<file path="src/rtl/writeback_unit_if.sv">
// Writeback-stage bus: memory-stage handoff, data-memory return,
// decode read addresses and the register-file write port.
// Macro WB_FWD_EN adds the decode forwarding signals.
interface writeback_unit_if #(
  parameter int DATA_WIDTH = 32
);
  logic                  inValid;
  logic                  inReady;
  logic                  regWriteIn;
  logic                  memToReg;
  logic [4:0]            destReg;
  logic [DATA_WIDTH-1:0] aluResult;
  logic [1:0]            loadSize;
  logic                  loadSigned;
  logic                  memDataValid;
  logic [DATA_WIDTH-1:0] memData;
  logic [4:0]            reg1;
  logic [4:0]            reg2;
  logic                  regWrite;
  logic [4:0]            writeRegister;
  logic [DATA_WIDTH-1:0] writeData;
  logic                  hazardStall;
  logic                  memError;
`ifdef WB_FWD_EN
  logic                  fwdHit1;
  logic                  fwdHit2;
  logic [DATA_WIDTH-1:0] fwdData;
`endif

  // Writeback unit side
  modport slave (
    input  inValid, regWriteIn, memToReg, destReg, aluResult, loadSize,
           loadSigned, memDataValid, memData, reg1, reg2,
`ifdef WB_FWD_EN
    output fwdHit1, fwdHit2, fwdData,
`endif
    output inReady, regWrite, writeRegister, writeData, hazardStall, memError
  );

  // Pipeline / environment side
  modport master (
    output inValid, regWriteIn, memToReg, destReg, aluResult, loadSize,
           loadSigned, memDataValid, memData, reg1, reg2,
`ifdef WB_FWD_EN
    input  fwdHit1, fwdHit2, fwdData,
`endif
    input  inReady, regWrite, writeRegister, writeData, hazardStall, memError
  );
endinterface

</file>
<file path="src/rtl/writeback_unit.sv">
// Final pipeline stage: drives the register-file write port from either
// the ALU result or size-extended load data, waits on variable-latency
// memory returns with a timeout, flags load-use hazards and never writes X31.
// Optional macro WB_FWD_EN adds combinational forwarding outputs for decode.
module writeback_unit #(
  parameter int DATA_WIDTH  = 32,
  parameter int MEM_TIMEOUT = 16
) (
  input logic            clock,
  input logic            reset,
  writeback_unit_if.slave bus
);

  localparam int              CNT_W    = $clog2(MEM_TIMEOUT);
  localparam logic [CNT_W-1:0] CNT_LAST = CNT_W'(MEM_TIMEOUT - 1);

  typedef enum logic {
    IDLE     = 1'b0,
    WAIT_MEM = 1'b1
  } state_t;

  state_t                state_reg;
  logic [CNT_W-1:0]      count_reg;
  logic [4:0]            pend_dest_reg;
  logic                  pend_write_reg;
  logic [1:0]            pend_size_reg;
  logic                  pend_signed_reg;
  logic                  reg_write_reg;
  logic [4:0]            write_reg_reg;
  logic [DATA_WIDTH-1:0] write_data_reg;
  logic                  mem_error_reg;

  logic                  ready;
  logic                  transfer;
  logic                  write_allowed;
  logic [DATA_WIDTH-1:0] ext_data;
  logic [4:0]            rd_addr [2];
  logic [1:0]            rd_match;

  assign ready         = (state_reg == IDLE);
  assign transfer      = bus.inValid && ready;
  // X31 reads as zero, so a write to it is dropped at the source
  assign write_allowed = bus.regWriteIn && (bus.destReg != 5'd31);

  // Size-extend the right-aligned load data using the latched size/sign
  always_comb begin
    ext_data = bus.memData;
    case (pend_size_reg)
      2'b00:   ext_data = {{(DATA_WIDTH-8){pend_signed_reg & bus.memData[7]}},
                           bus.memData[7:0]};
      2'b01:   ext_data = {{(DATA_WIDTH-16){pend_signed_reg & bus.memData[15]}},
                           bus.memData[15:0]};
      default: ext_data = bus.memData;
    endcase
  end

  assign rd_addr[0] = bus.reg1;
  assign rd_addr[1] = bus.reg2;

  // Per-read-port compares against the pending load destination
  generate
    for (genvar gi = 0; gi < 2; gi++) begin : g_rd_cmp
      assign rd_match[gi] = (rd_addr[gi] == pend_dest_reg);
    end
  endgenerate

  // Main FSM with registered write-port outputs and pending-load bookkeeping
  always_ff @(posedge clock) begin
    if (!reset) begin
      state_reg       <= IDLE;
      count_reg       <= '0;
      pend_dest_reg   <= '0;
      pend_write_reg  <= 1'b0;
      pend_size_reg   <= '0;
      pend_signed_reg <= 1'b0;
      reg_write_reg   <= 1'b0;
      write_reg_reg   <= '0;
      write_data_reg  <= '0;
      mem_error_reg   <= 1'b0;
    end else begin
      // Write enable is a single-cycle pulse; address/data hold otherwise
      reg_write_reg <= 1'b0;
      case (state_reg)
        IDLE: begin
          if (transfer) begin
            if (!bus.memToReg) begin
              reg_write_reg  <= write_allowed;
              write_reg_reg  <= bus.destReg;
              write_data_reg <= bus.aluResult;
            end else begin
              pend_dest_reg   <= bus.destReg;
              pend_write_reg  <= write_allowed;
              pend_size_reg   <= bus.loadSize;
              pend_signed_reg <= bus.loadSigned;
              count_reg       <= '0;
              state_reg       <= WAIT_MEM;
            end
          end
        end
        WAIT_MEM: begin
          if (bus.memDataValid) begin
            reg_write_reg  <= pend_write_reg;
            write_reg_reg  <= pend_dest_reg;
            write_data_reg <= ext_data;
            state_reg      <= IDLE;
          end else if (count_reg == CNT_LAST) begin
            // Memory never answered: drop the load and remember it
            mem_error_reg  <= 1'b1;
            state_reg      <= IDLE;
          end else begin
            count_reg <= count_reg + 1'b1;
          end
        end
      endcase
    end
  end

  assign bus.inReady       = ready;
  assign bus.regWrite      = reg_write_reg;
  assign bus.writeRegister = write_reg_reg;
  assign bus.writeData     = write_data_reg;
  assign bus.memError      = mem_error_reg;
  assign bus.hazardStall   = (state_reg == WAIT_MEM) && pend_write_reg && (|rd_match);

`ifdef WB_FWD_EN
  logic [1:0] fwd_hit;

  // Bypass the write being committed this cycle to each decode read port
  generate
    for (genvar gi = 0; gi < 2; gi++) begin : g_fwd
      assign fwd_hit[gi] = reg_write_reg && (write_reg_reg == rd_addr[gi]);
    end
  endgenerate

  assign bus.fwdHit1 = fwd_hit[0];
  assign bus.fwdHit2 = fwd_hit[1];
  assign bus.fwdData = write_data_reg;
`endif

endmodule

</file>
<file path="src/flat_wrapper.sv">
// flat-port wrapper written by rule: the top's interface ports become plain ports
module writeback_unit_flat 
#(
  parameter int DATA_WIDTH  = 32,
  parameter int MEM_TIMEOUT = 16
)
  (clock, reset, bus_inValid, bus_regWriteIn, bus_memToReg, bus_destReg, bus_aluResult, bus_loadSize, bus_loadSigned, bus_memDataValid, bus_memData, bus_reg1, bus_reg2, bus_inReady, bus_regWrite, bus_writeRegister, bus_writeData, bus_hazardStall, bus_memError);
  writeback_unit_if #(.DATA_WIDTH(DATA_WIDTH)) bus_i ();
  input logic clock;
  input logic reset;
  input wire logic [$bits(bus_i.inValid)-1:0] bus_inValid;
  input wire logic [$bits(bus_i.regWriteIn)-1:0] bus_regWriteIn;
  input wire logic [$bits(bus_i.memToReg)-1:0] bus_memToReg;
  input wire logic [$bits(bus_i.destReg)-1:0] bus_destReg;
  input wire logic [$bits(bus_i.aluResult)-1:0] bus_aluResult;
  input wire logic [$bits(bus_i.loadSize)-1:0] bus_loadSize;
  input wire logic [$bits(bus_i.loadSigned)-1:0] bus_loadSigned;
  input wire logic [$bits(bus_i.memDataValid)-1:0] bus_memDataValid;
  input wire logic [$bits(bus_i.memData)-1:0] bus_memData;
  input wire logic [$bits(bus_i.reg1)-1:0] bus_reg1;
  input wire logic [$bits(bus_i.reg2)-1:0] bus_reg2;
  output wire logic [$bits(bus_i.inReady)-1:0] bus_inReady;
  output wire logic [$bits(bus_i.regWrite)-1:0] bus_regWrite;
  output wire logic [$bits(bus_i.writeRegister)-1:0] bus_writeRegister;
  output wire logic [$bits(bus_i.writeData)-1:0] bus_writeData;
  output wire logic [$bits(bus_i.hazardStall)-1:0] bus_hazardStall;
  output wire logic [$bits(bus_i.memError)-1:0] bus_memError;
  assign bus_i.inValid = bus_inValid;
  assign bus_i.regWriteIn = bus_regWriteIn;
  assign bus_i.memToReg = bus_memToReg;
  assign bus_i.destReg = bus_destReg;
  assign bus_i.aluResult = bus_aluResult;
  assign bus_i.loadSize = bus_loadSize;
  assign bus_i.loadSigned = bus_loadSigned;
  assign bus_i.memDataValid = bus_memDataValid;
  assign bus_i.memData = bus_memData;
  assign bus_i.reg1 = bus_reg1;
  assign bus_i.reg2 = bus_reg2;
  assign bus_inReady = bus_i.inReady;
  assign bus_regWrite = bus_i.regWrite;
  assign bus_writeRegister = bus_i.writeRegister;
  assign bus_writeData = bus_i.writeData;
  assign bus_hazardStall = bus_i.hazardStall;
  assign bus_memError = bus_i.memError;
  writeback_unit #(.DATA_WIDTH(DATA_WIDTH), .MEM_TIMEOUT(MEM_TIMEOUT)) u_core (.clock(clock), .reset(reset), .bus(bus_i));
endmodule
</file>
<file path="config.mk">
export PLATFORM = sky130hd
export DESIGN_NAME = writeback_unit_flat
export DESIGN_NICKNAME = d
export VERILOG_FILES = /design/src/rtl/writeback_unit_if.sv /design/src/rtl/writeback_unit.sv /design/src/flat_wrapper.sv
export SDC_FILE = /design/constraint.sdc
export NUM_CORES = 1
export LEC_CHECK = 0
export ABC_AREA = 1
export CORE_UTILIZATION = 44
export DETAILED_ROUTE_END_ITERATION = 12
export PLACE_DENSITY = 0.89
export SLEW_MARGIN = 20
export SYNTH_ARGS = -nofsm -noshare
export SYNTH_HDL_FRONTEND = slang
export SYNTH_SLANG_ARGS = --single-unit
</file>
<file path="constraint.sdc">
create_clock -name clock -period 2.96 [get_ports clock]
set_input_delay 0.592 -clock clock [delete_from_list [all_inputs] [get_ports clock]]
set_output_delay 0.592 -clock clock [all_outputs]
set_load 0.02 [all_outputs]
</file>
==> summary.md <==
| Metric | Value |
|---|---|
| Status | completed |
| CTS Buf Count | 5 |
| Slew headroom | 57.3% |
| Number of DRC markers in iteration 0 | 73 |
| Synth area leaders | dfxtp_1 (39%), nand2_1 (15%), o21ai_0 (8.5%), a21oi_1 (8.3%), nor2_1 (5.5%) |
| Final min period | 2.77 ns |
| Setup CP Type | in2out |
| HP Class | reg2reg |
| Row cnt | 28 |
| Synth Area per Inst | 6.56 um2 |
| Pint | about 1.4 mW |
| Final std cells w/o fill | 608 |
| Gr ovfl total | 0 |
| Mapped Cells | 414 |
| Final Max Tran Viols | 0 |
| Layout cells sized above 1 | 8.44% |
| Critical Path Source | bus_reg2[3] |
| Setup repair bufs after CTS | 0 |
| Clk sink count | 53 |
| # IOs | 129 |
| # resized after CTS | 0 |
| Global Route Usage Sum | around 25% |
| Initial antenna violation count | 0 |
| Sw power | 506 uW |
| Die Span Y | just over 80 um |
| # port buffers | about 130 |
| DR vias | roughly 3000 |
| Layout area overhead | 52.9% |
| Hold Buf Count CTS | 0 |
| Via density per instance | 4.95 |
| Critical Path RT | 2.37 ns |
| Final setup viols | 0 |
| Initial Util | between 40 and 50% |
| Peak VDD IR | 313 uV |
| # DRC | 0 |
| Post-placement cell count | 600 |
| Max-Cap Viols | 0 |
| Reg clk slew, reported paths | 0.09 ns |
| Syn Nets | 503 |
| Post-Syn Area | 2720 um2 |
| Yosys cell types | 22 |
| Final hold vios | 0 |
| H-tree Lvls | 2 |
| Vias in the first global route | around 2900 |
| Nets@finish | 621 |
| Register area | about 1100 um2 |
| Die width | about 80 um |
| Clk Latency, worst-skew pair | 0.30 ns |
| Antenna diodes | 0 |
| RePlAce Congestion | 0.829 |
| Bufs on Longest Clock Path | 2 |
| F_max | roughly 360 MHz |
| Lkg Pwr | 1.81 nW |
| Post-Route Setup TNS | 0 ns |
| Largest net degree at the start of global routing | 31 |
| CP Max Fanout | 2 |
| Tcrit/Tclk final | 93.5% |
| Synth warn | 0 |
| Part of the power in the clock network | 30.8% |
| Half-perimeter wire length after placement | 5.81 mm |
| Final WL | 7.88 mm |
| Startpoint Class | input port |
| Wire per inst | 13.0 um |
| Max Clock Skew | 0.00629 ns |
| Routed Antenna Nets | 0 |
| Setup crit end kind | primary output |
| Area of the multi-input gates | approximately 1400 um2 |
| Pwr/cell area | 449 nW/um2 |
| Core Box Area | 5920 um2 |
| Flop pwr share | 43.0% |
| Comb pwr share | 26.2% |
| Die Area | between 6000 and 7000 um2 |
| Filler cell count | 532 |
| TritonRoute pass-1 iters | 4 |
| Slew @ Worst Pin | 0.640 ns |
| RR Startpoint | u_core.state_reg |
| Data arrival, critical path | between 2 and 2.5 ns |
| Sw Ratio | around 27% |
| RSZ-0062 raised after global routing | no |
| CTS root buf | clkbuf_8 |
| Sequential area share after synthesis | 39.1% |
| Cell taking the most area after synthesis | dfxtp_1 |
| First-pass GRT wire length | roughly 13 mm |
| Area share of the largest cell type after synthesis | approximately two fifths |
| CTS tree | built |
| Worst Hold Launch | u_core.bus.memError |
| Max FFs per register | 32 |
| Flops & latches, synth | 53 |
## worst max-delay path, cell delays in order
cell             delay [ns]
clkdlybuf4s50_1        0.48
inv_1                  0.05
nand2_1                0.05
nand2_1                0.05
nor2_1                 0.11
nand3_1                0.09
a21oi_1                0.13
clkdlybuf4s50_1        0.62
## final cells by class
cell class | instances | area share [%]
multi-input combinational | 308 | 34.3
timing repair buffer | 134 | 31.9
sequential | 53 | 25.6
inverter | 30 | 2.71
tap | 75 | 2.26
clock buffer | 5 | 1.66
clock inverter | 3 | 1.57
## synthesized netlist by cell type, drive strengths merged
cell type    n
a21oi       45
buf         17
clkbuf       6
dfxtp       53
ha           1
inv         30
nand2      114
nand3       22
nand4        2
nor2        41
o21ai       51
o22ai        5
or2         24
xnor2        2
xor2         1
## worst paths after layout
kind | end | slack, ns | cells past startpoint
min | u_core.bus.memError | 0.48 | 2
max reg2reg | u_core.bus.writeData[26] | 0.94 | 6
min reg2reg | u_core.bus.memError | 0.48 | 2
max | bus_hazardStall | 0.19 | 8
## layer usage
layer,GRT usage (%),wire length [um],up-vias
met4,9.29,207,0
met2,45.5,3850,98
met3,6.70,545,22
met1,26.2,3280,1324
li1,-,-,1565
met5,0,0,-
## cells in the final DEF, fill, tap and decap left out
| cell | count |
|---|---|
| clkbuf_8 | 5 |
| xor2_1 | 1 |
| or2_2 | 24 |
| inv_2 | 2 |
| nand3_1 | 22 |
| nor2_2 | 1 |
| nand2_2 | 2 |
| dfxtp_1 | 52 |
| buf_4 | 6 |
| o21ai_0 | 46 |
| clkdlybuf4s50_1 | 128 |
| a21oi_1 | 45 |
| clkinv_2 | 1 |
| dfxtp_2 | 1 |
| o22ai_1 | 5 |
| o21ai_4 | 1 |
| nor2_1 | 40 |
| ha_1 | 1 |
| bufinv_16 | 2 |
| xnor2_1 | 2 |
| o21ai_1 | 4 |
| nand2_1 | 112 |
| nand4_1 | 2 |
| inv_1 | 28 |
## power groups by stage
stage / logic, mW / clock network (mW) / registers [mW]
3_5_place_dp: 0.485 / 0 / 0.816
3_3_place_gp: 0.475 / 0 / 0.814
5_1_grt: 0.533 / 0.613 / 0.808
2_1_floorplan: 0.188 / 0 / 0.865
6_report: 0.487 / 0.574 / 0.801
4_1_cts: 0.490 / 0.579 / 0.801
## stage by stage
step	hold slack [ns]	utilization (%)	area, um2	setup WS (ns)	total power [mW]
global placement	0.458	67.9	4020	0.212	1.29
CTS	0.486	70.1	4150	0.183	1.87
global route	0.538	70.1	4150	0.0620	1.95
floorplan	0.449	-	2720	1.14	1.05
finish	0.479	70.1	4150	0.193	1.86
detailed placement	0.461	67.9	4020	0.195	1.30
## cells by family (layout without fill, tap and decap cells)
kind of cell    Yosys count  after routing  share of synthesized area, %
xor+xnor                  3              3                         0.967
flops                    53             53                          39.1
fa+ha+maj                 1              1                         0.461
buf+inv                  53            172                          8.52
compound gates          101            101                          19.3
simple gates            203            203                          31.7
Power figures use the tool's default switching activity.
